===== src/rtl/zigzag_pkg.sv =====
`default_nettype none
// ============================================================================
//  Module   : zigzag_pkg
//  Brief    : Shared block size, JPEG zigzag-to-raster table and bank states.
//  Revision : 1.0 - initial release
// ============================================================================
package zigzag_pkg;

    localparam int PIXEL_COUNT = 64;

    typedef enum logic [1:0] {
        BANK_EMPTY    = 2'd0,
        BANK_FILLING  = 2'd1,
        BANK_FULL     = 2'd2,
        BANK_DRAINING = 2'd3
    } bank_state_e;

    // Entry k is the raster (row-major) position of the k-th zigzag coefficient.
    localparam logic [5:0] ZZ_TO_RASTER [PIXEL_COUNT] = '{
         0,  1,  8, 16,  9,  2,  3, 10,
        17, 24, 32, 25, 18, 11,  4,  5,
        12, 19, 26, 33, 40, 48, 41, 34,
        27, 20, 13,  6,  7, 14, 21, 28,
        35, 42, 49, 56, 57, 50, 43, 36,
        29, 22, 15, 23, 30, 37, 44, 51,
        58, 59, 52, 45, 38, 31, 39, 46,
        53, 60, 61, 54, 47, 55, 62, 63
    };

endpackage
`default_nettype wire


===== src/rtl/zigzag_bank_ram.sv =====
`default_nettype none
// ============================================================================
//  Module   : zigzag_bank_ram
//  Brief    : One coefficient bank; simple dual-port RAM, synchronous read.
//  Revision : 1.0 - initial release
// ============================================================================
module zigzag_bank_ram #(
    parameter int DATA_WIDTH = 32,
    parameter int ADDR_WIDTH = 6
) (
    input  logic                  clk,
    input  logic                  we_i,
    input  logic [ADDR_WIDTH-1:0] waddr_i,
    input  logic [DATA_WIDTH-1:0] wdata_i,
    input  logic                  re_i,
    input  logic [ADDR_WIDTH-1:0] raddr_i,
    output logic [DATA_WIDTH-1:0] rdata_o
);

    logic [DATA_WIDTH-1:0] mem_q [2**ADDR_WIDTH];
    logic [DATA_WIDTH-1:0] rdata_q;

    // Read data holds while re_i is low so a stalled reader keeps its word.
    always_ff @(posedge clk) begin
        if (we_i) begin
            mem_q[waddr_i] <= wdata_i;
        end
        if (re_i) begin
            rdata_q <= mem_q[raddr_i];
        end
    end

    assign rdata_o = rdata_q;

endmodule
`default_nettype wire


===== src/rtl/inverse_zigzag_stream.sv =====
`default_nettype none
// ============================================================================
//  Module   : inverse_zigzag_stream
//  Brief    : Streams zigzag-order 8x8 blocks in, raster-order blocks out,
//             through two ping-pong banks and a two-stage read pipeline.
//  Revision : 1.0 - initial release
// ============================================================================
module inverse_zigzag_stream
    import zigzag_pkg::*;
#(
    parameter int DATA_WIDTH = 32,
    parameter int DATA_DEPTH = 8
) (
    input  logic                  clk,
    input  logic                  rst,
    input  logic                  in_valid,
    output logic                  in_ready,
    input  logic [DATA_WIDTH-1:0] in_data,
    input  logic                  in_last,
    output logic                  out_valid,
    input  logic                  out_ready,
    output logic [DATA_WIDTH-1:0] out_data,
    output logic                  out_last,
    output logic                  err_last
);

    localparam int                ADDR_W   = $clog2(DATA_DEPTH * DATA_DEPTH);
    localparam logic [ADDR_W-1:0] LAST_IDX = ADDR_W'(PIXEL_COUNT - 1);

    bank_state_e           bank_state_q [2];
    bank_state_e           bank_state_d [2];
    logic                  wr_bank_q;
    logic                  rd_bank_q;
    logic [ADDR_W-1:0]     wr_cnt_q;
    logic [ADDR_W-1:0]     rd_cnt_q;
    logic                  s1_valid_q;
    logic                  s1_last_q;
    logic                  s1_bank_q;
    logic                  out_valid_q;
    logic                  out_last_q;
    logic [DATA_WIDTH-1:0] out_data_q;
    logic                  err_last_q;

    logic                  w_wr_fire;
    logic                  w_rd_avail;
    logic                  w_s2_adv;
    logic                  w_s1_adv;
    logic                  w_fetch;
    logic [ADDR_W-1:0]     w_wr_addr;
    logic [DATA_WIDTH-1:0] w_rdata [2];
    logic [DATA_WIDTH-1:0] w_s1_data;

    assign in_ready   = (bank_state_q[wr_bank_q] == BANK_EMPTY) ||
                        (bank_state_q[wr_bank_q] == BANK_FILLING);
    assign w_wr_fire  = in_valid && in_ready;
    assign w_wr_addr  = ZZ_TO_RASTER[wr_cnt_q];
    assign w_rd_avail = (bank_state_q[rd_bank_q] == BANK_FULL) ||
                        (bank_state_q[rd_bank_q] == BANK_DRAINING);
    assign w_s2_adv   = !out_valid_q || out_ready;
    assign w_s1_adv   = !s1_valid_q || w_s2_adv;
    assign w_fetch    = w_rd_avail && w_s1_adv;
    assign w_s1_data  = w_rdata[s1_bank_q];

    for (genvar g = 0; g < 2; g++) begin : g_bank
        zigzag_bank_ram #(
            .DATA_WIDTH (DATA_WIDTH),
            .ADDR_WIDTH (ADDR_W)
        ) u_ram (
            .clk     (clk),
            .we_i    (w_wr_fire && (wr_bank_q == 1'(g))),
            .waddr_i (w_wr_addr),
            .wdata_i (in_data),
            .re_i    (w_fetch && (rd_bank_q == 1'(g))),
            .raddr_i (rd_cnt_q),
            .rdata_o (w_rdata[g])
        );
    end

    // A bank is released as soon as its last word is read into the output
    // pipeline; that word no longer depends on the RAM, so refill can start
    // without a gap between blocks.
    always_comb begin
        bank_state_d = bank_state_q;
        for (int b = 0; b < 2; b++) begin
            if (w_wr_fire && (wr_bank_q == 1'(b))) begin
                bank_state_d[b] = (wr_cnt_q == LAST_IDX) ? BANK_FULL : BANK_FILLING;
            end
            if (w_fetch && (rd_bank_q == 1'(b))) begin
                bank_state_d[b] = (rd_cnt_q == LAST_IDX) ? BANK_EMPTY : BANK_DRAINING;
            end
        end
    end

    always_ff @(posedge clk or posedge rst) begin
        if (rst) begin
            bank_state_q[0] <= BANK_EMPTY;
            bank_state_q[1] <= BANK_EMPTY;
            wr_bank_q       <= 1'b0;
            rd_bank_q       <= 1'b0;
            wr_cnt_q        <= '0;
            rd_cnt_q        <= '0;
            s1_valid_q      <= 1'b0;
            s1_last_q       <= 1'b0;
            s1_bank_q       <= 1'b0;
            out_valid_q     <= 1'b0;
            out_last_q      <= 1'b0;
            out_data_q      <= '0;
            err_last_q      <= 1'b0;
        end else begin
            bank_state_q[0] <= bank_state_d[0];
            bank_state_q[1] <= bank_state_d[1];
            // Framing follows wr_cnt_q alone; in_last only feeds the error flag.
            if (w_wr_fire) begin
                wr_cnt_q <= wr_cnt_q + 1'b1;
                if (wr_cnt_q == LAST_IDX) begin
                    wr_bank_q <= !wr_bank_q;
                end
                if (in_last != (wr_cnt_q == LAST_IDX)) begin
                    err_last_q <= 1'b1;
                end
            end
            if (w_fetch) begin
                rd_cnt_q <= rd_cnt_q + 1'b1;
                if (rd_cnt_q == LAST_IDX) begin
                    rd_bank_q <= !rd_bank_q;
                end
            end
            if (w_s1_adv) begin
                s1_valid_q <= w_fetch;
                s1_last_q  <= (rd_cnt_q == LAST_IDX);
                s1_bank_q  <= rd_bank_q;
            end
            if (w_s2_adv) begin
                out_valid_q <= s1_valid_q;
                out_last_q  <= s1_valid_q && s1_last_q;
                if (s1_valid_q) begin
                    out_data_q <= w_s1_data;
                end
            end
        end
    end

    assign out_valid = out_valid_q;
    assign out_data  = out_data_q;
    assign out_last  = out_last_q;
    assign err_last  = err_last_q;

endmodule
`default_nettype wire


===== config.mk =====
export PLATFORM = sky130hd
export DESIGN_NAME = inverse_zigzag_stream
export DESIGN_NICKNAME = d
export VERILOG_FILES = /design/src/rtl/zigzag_pkg.sv /design/src/rtl/zigzag_bank_ram.sv /design/src/rtl/inverse_zigzag_stream.sv
export SDC_FILE = /design/constraint.sdc
export NUM_CORES = 2
export LEC_CHECK = 0
export CAP_MARGIN = 5
export CORE_ASPECT_RATIO = 0.9
export CORE_UTILIZATION = 50
export DETAILED_ROUTE_END_ITERATION = 10
export DONT_BUFFER_PORTS = 1
export HOLD_SLACK_MARGIN = 0.15
export PLACE_DENSITY = 0.62
export SYNTH_ARGS = -nofsm -noshare
export SYNTH_HDL_FRONTEND = slang
export SYNTH_SLANG_ARGS = --single-unit

===== constraint.sdc =====
create_clock -name clk -period 6.15 [get_ports clk]
set_clock_uncertainty 0.15 [all_clocks]
set_input_delay 0 -clock clk [delete_from_list [all_inputs] [get_ports clk]]
set_output_delay 0 -clock clk [all_outputs]
set_load 0.03 [all_outputs]

After elaboration in Yosys (flattened, before gate mapping):

Memory sizes are Yosys's and may differ from the RTL's. A register that Yosys moved wholly into a read port is not among the register bits.
Cells that the tools add are included.

* add/sub/neg operators: 2
* magnitude comparators: 4
* equal/unequal tests: 6
* multiplexer cells: 21
* bitwise logic cells: 6
* reductions and logical operators: 22

Operators by type and width (count)
* $mux 32: 3
* $mux 2: 12
* $add 6x1->6 const B: 2
* $eq 6x6->1 const B: 2
* $mux 6: 2
* $reduce_and 2->1: 4
* $ge 7x7->1 const B: 1
* $logic_and 1x1->1: 7
* $not 6->7: 1
* $ge 2x2->1 const B: 3
* $not 1->2: 3
* $eq 2x2->1 const B: 2
* $logic_not 1->1: 4
* $logic_or 1x1->1: 4
* $mux 1: 4
* $reduce_bool 2->1: 2
* $eq 2x1->1 const B: 1
* $logic_not 2->1: 1
* $not 1->1: 2
* $ne 1x1->1: 1

* bits in registers: 56
* RAM bits: 4096
* bits in read-only memories: 384
* input bits: 37
* output and inout bits: 36
* logic and storage cells: 77
* memories kept: 3

Memories
* g_bank[0].u_ram.mem_q: depth 64, bits a word 32, rd ports 1, clocked after memory_dff 1, wr ports 1, RTL line zigzag_bank_ram.sv:20 `logic [DATA_WIDTH-1:0] mem_q [2**ADDR_WIDTH];`
* g_bank[1].u_ram.mem_q: depth 64, bits a word 32, rd ports 1, clocked after memory_dff 1, wr ports 1, RTL line zigzag_bank_ram.sv:20
* (no name shown): depth 64, bits a word 6, rd ports 1, clocked after memory_dff 0, wr ports 0, RTL line inverse_zigzag_stream.sv:56 `assign w_wr_addr = ZZ_TO_RASTER[wr_cnt_q];`

Longest topological paths before layout:

* depth in word-level cells: 10
* gate-level depth with buffers: 12

Cells and area by module:

From an unflattened synthesis, not the netlist that was laid out.

* cells, all modules: 6981
* area, all modules: 160846.8 um2

Modules (own cells, without submodules)
* zigzag_bank_ram: times used 2, cells an instance 3324, area an instance 78835.6 um2, seq. area each 62459.9 um2
* inverse_zigzag_stream: times used 1, cells an instance 333, area an instance 3175.5 um2, seq. area each 1351.3 um2

Worst setup path after synthesis:

OpenSTA, ideal clock, no wires.

* kind: register -> register
* start point: register wr_cnt_q[1]
* end point: memory g_bank[0].u_ram.mem_q[19][0], enable pin
* library setup time: 0.461 ns
* data arrival time: 4.606 ns
* required time: 5.539 ns
* slack: 0.933 ns
* cell stages (with the launch flop): 9
* buffers on the path: 0
* cell sequence: dfrtp_1 -> inv_1 -> ha_1 -> xor2_2 -> o22ai_1 -> a211o_1 -> nor3b_4 -> o211ai_4 -> nor3_1

* longest elaborated chain between the ends: 4

RTL lines
* start: declaration: RTL line inverse_zigzag_stream.sv:34 `logic [ADDR_W-1:0] wr_cnt_q;`
* start signal: assignment: RTL line inverse_zigzag_stream.sv:114 `wr_cnt_q <= wr_cnt_q + 1'b1;`
* $not 6->7 (not written as such): RTL line inverse_zigzag_stream.sv:56
* $mem_v2 64x6
* $mux 6 (not written as such) (2 in series): RTL line inverse_zigzag_stream.sv:56
* end: declaration: RTL line zigzag_bank_ram.sv:20

Every way passes these cells. The select of a mux whose other input is x is not followed.

Worst setup path in the final report:

* start point: register wr_cnt_q[1]
* end point: memory g_bank[0].u_ram.mem_q[33][7], enable pin

Same word-level chain as after synthesis.

==> flow_summary.toml <==
[outcome]
status = "finished, final reports clean"

[global_routing]
antenna_found_initial = 35
grt_pass1_wl_um = 634000
grt_overflow = 0
grtUsageTotal = 0.281
grt_pass1_vias = 78300
grt_max_degree = 129

[sta]
max_slew_margin = 0.0443
worst_pin_slew_ps = 1420
drv_slew = 0
rsz0062_at_grt = "no"
fin_crit_sh = 0.824
fin_setup_tns_ps = 0
worst_hold_slack_ps = 139
fin_ws_ps = 1080
fin_crit_ps = 5070
finalSetupViolations = 0
hold_viol = 0
fmax_mhz = 197

[cells_and_area]
final_nets = 7733
num-fill-cells = 23200
fin_area_mm2 = 0.184
syn_to_final_growth_pct = 13.7
drive_above_1_share = 0.274

[clock_tree]
numCtsBuffers = 411
clk_pin_slew_ps = 70
ctsRootBufferMaster = "clkbuf_16"
clock_sinks = 4214
clockBufferDepth = 4
clkLatencyLatePin_ps = 930
htree_levels = 5
postCtsSetupBuffers = 0
cts_tree = "yes"

[die]
die_area_mm2 = 0.326
die-height_um = 542
io_pins = 73
dieWidth_um = 602
start_util = 0.504
core_area_mm2 = 0.321
row_count = 197

[placement]
hpwl_um = 262000
io_buffers = 0
place_area_mm2 = 0.169
dp_slack_ps = 1180
gp_congestion = 0.952

[critical_path]
critPathMaxFanout = 21
slowest_delay_ps = 890
path_delay_family = "compound AO/OA/AOI/OAI gates"
endpoint_kind = "flop"
critPathKind = "reg2reg"
cp_slowest_cell = "a221oi_4"
critical_path_buf_inv_count = 2
crit_chain = "inv_1 > ha_1 > nand3_1 > a221oi_4 > o211ai_2 > nor2_4 > buf_4"
cp.required_ps = 6620
cp.arrival_ps = 5530
worst_setup_path_start_kind = "flop"

[route]
drc = 0
wl_per_cell_um = 37.4
via_count = 80300
drt_pass1_iterations = 6
drt_iter0_markers = 13600
antenna_left = 0
viasPerCell = 6.53
wirelength_um = 460000

[yosys]
synth.top_cells.by_area = "edfxtp_1 (77%), mux4_2 (14%), mux2i_1 (1.5%), dfrtp_1 (0.84%), nor2_1 (0.55%)"
avgSynthCellArea_um2 = 22.4
yosys_most_used_dff = "edfxtp_1"
synth.net_count = 7285
synth_commonest_cells = "edfxtp_1 (4160), mux4_2 (994), nor2_1 (239)"
synth.distinct_cells = 87
syn_area_mm2 = 0.162
synth_most_common_cell = "edfxtp_1"
ys_ff_latch = 4214
synthArstFlopShare = 0.0128
synth_warnings = 0
synth_area_leader_cell = "edfxtp_1"
seq_area_frac_synth = 0.780
synth-edff-count = 4160
synth_top_area_frac = 0.772
postSynthCellCount = 7229

[pwr]
intPower_mw = 57.0
pwr-share-comb = 0.303
p_seq_frac = 0.401
netSwitchingPower_mw = 28.0
p_clk_frac = 0.296
p_per_area_mw_per_mm2 = 462
power_mw = 84.9
p_leak_nw = 57.2
switching_share = 0.330
peakVddDrop_uv = 406

[flow_run]
cap_viol_max_count = 0

[worst_hold_path]
hp-class = "in2reg"
## final timing paths
kind | start | end | slack, ps | cells past startpoint
setup / recovery | wr_cnt_q[1] | g_bank[0].u_ram.mem_q[33][7] | 1080 | 7
hold / removal | in_data[27] | g_bank[0].u_ram.mem_q[10][27] | 140 | 2
setup reg to reg | wr_cnt_q[1] | g_bank[0].u_ram.mem_q[33][7] | 1080 | 7
hold reg to reg | s1_last_q | s1_last_q | 350 | 2
max in group asynchronous | rst | err_last | 4690 | 5
min in group asynchronous | rst | rd_cnt_q[3] | 200 | 4
## metrics by stage
stage / utilization / cells
floorplan: - / 7229
global placement: 0.526 / 11400
detailed placement: 0.526 / 11400
CTS: 0.573 / 12300
global route: 0.573 / 12300
finish: 0.573 / 12300
## flip-flops by register name, indices dropped and copies added (netlist names)
register / cells
out_valid: 1
err_last: 1
wr_bank_q: 1
s1_bank_q: 1
s1_last_q: 1
g_bank.u_ram.rdata_o: 64
out_data: 32
g_bank.u_ram.mem_q: 4096
s1_valid_q: 1
out_last: 1
wr_cnt_q: 6
rd_bank_q: 1
rd_cnt_q: 6
bank_state_q: 2
## layout make-up
type                            count  area (µm²)  area share
Clock inverter                    253        2550      0.0139
Multi-Input combinational cell   2597       34200       0.186
Sequential cell                  4214      126000       0.687
Tap cell                         4278        5350      0.0291
Timing Repair Buffer              443        4670      0.0254
Antenna cell                       13        32.5    0.000177
Clock buffer                      488       10800      0.0585
Inverter                           10        37.5    0.000204
## power by group through the flow
stage	Clock (mW)	Sequential, mW	Combinational, mW
2_1_floorplan	0	34.2	14.9
3_3_place_gp	0	34.6	24.8
3_5_place_dp	0	34.6	24.8
4_1_cts	25.4	34.1	25.7
5_1_grt	26.5	34.1	26.5
6_report	25.2	34.1	25.7
## cells in the final DEF, fill, tap and decap left out, types with 16 or more instances in the layout
master	instances
clkbuf_16	420
mux2_2	60
nand2b_1	24
clkinvlp_4	16
clkbuf_1	68
nor2b_1	49
nand2_1	101
dfrtp_1	47
clkinv_1	99
clkinv_2	71
a22oi_1	37
edfxtp_1	4160
mux4_2	994
o21ai_0	133
buf_12	35
buf_16	35
nor2_4	66
bufinv_16	47
nor3_2	54
a211oi_1	49
o221ai_1	39
mux2i_1	235
ha_1	19
nand3_1	36
nor2_1	170
a21oi_1	98
nor3_1	26
a221oi_1	66
buf_4	292
dlygate4sd3_1	81
o22ai_1	130
## metal layers
layer | global-route usage | part of all wire
met2 | 0.424 | 0.46
met1 | 0.419 | 0.40
met4 | 0.0856 | 0.034
met5 | 0 | 0.000059
met3 | 0.0566 | 0.11
## kinds of logic (layout without fill, tap and decap cells)
kind of cell | Yosys count | after routing | synth area share
other cells | 0 | 13 | 0
mux | 1290 | 1290 | 0.157
simple gates | 628 | 628 | 0.0190
buf+inv | 418 | 1194 | 0.0139
compound gates | 648 | 648 | 0.0275
flops | 4214 | 4214 | 0.780
xor+xnor | 12 | 12 | 0.000696
fa+ha+maj | 19 | 19 | 0.00147
## repair_timing
| item | in CTS | in global routing |
|---|---|---|
| hold buffers | 116 | 3 |
| gates resized for setup | 0 | 0 |
| hold endpoints to repair | 4665 | 23 |
Power figures use the tool's default switching activity.
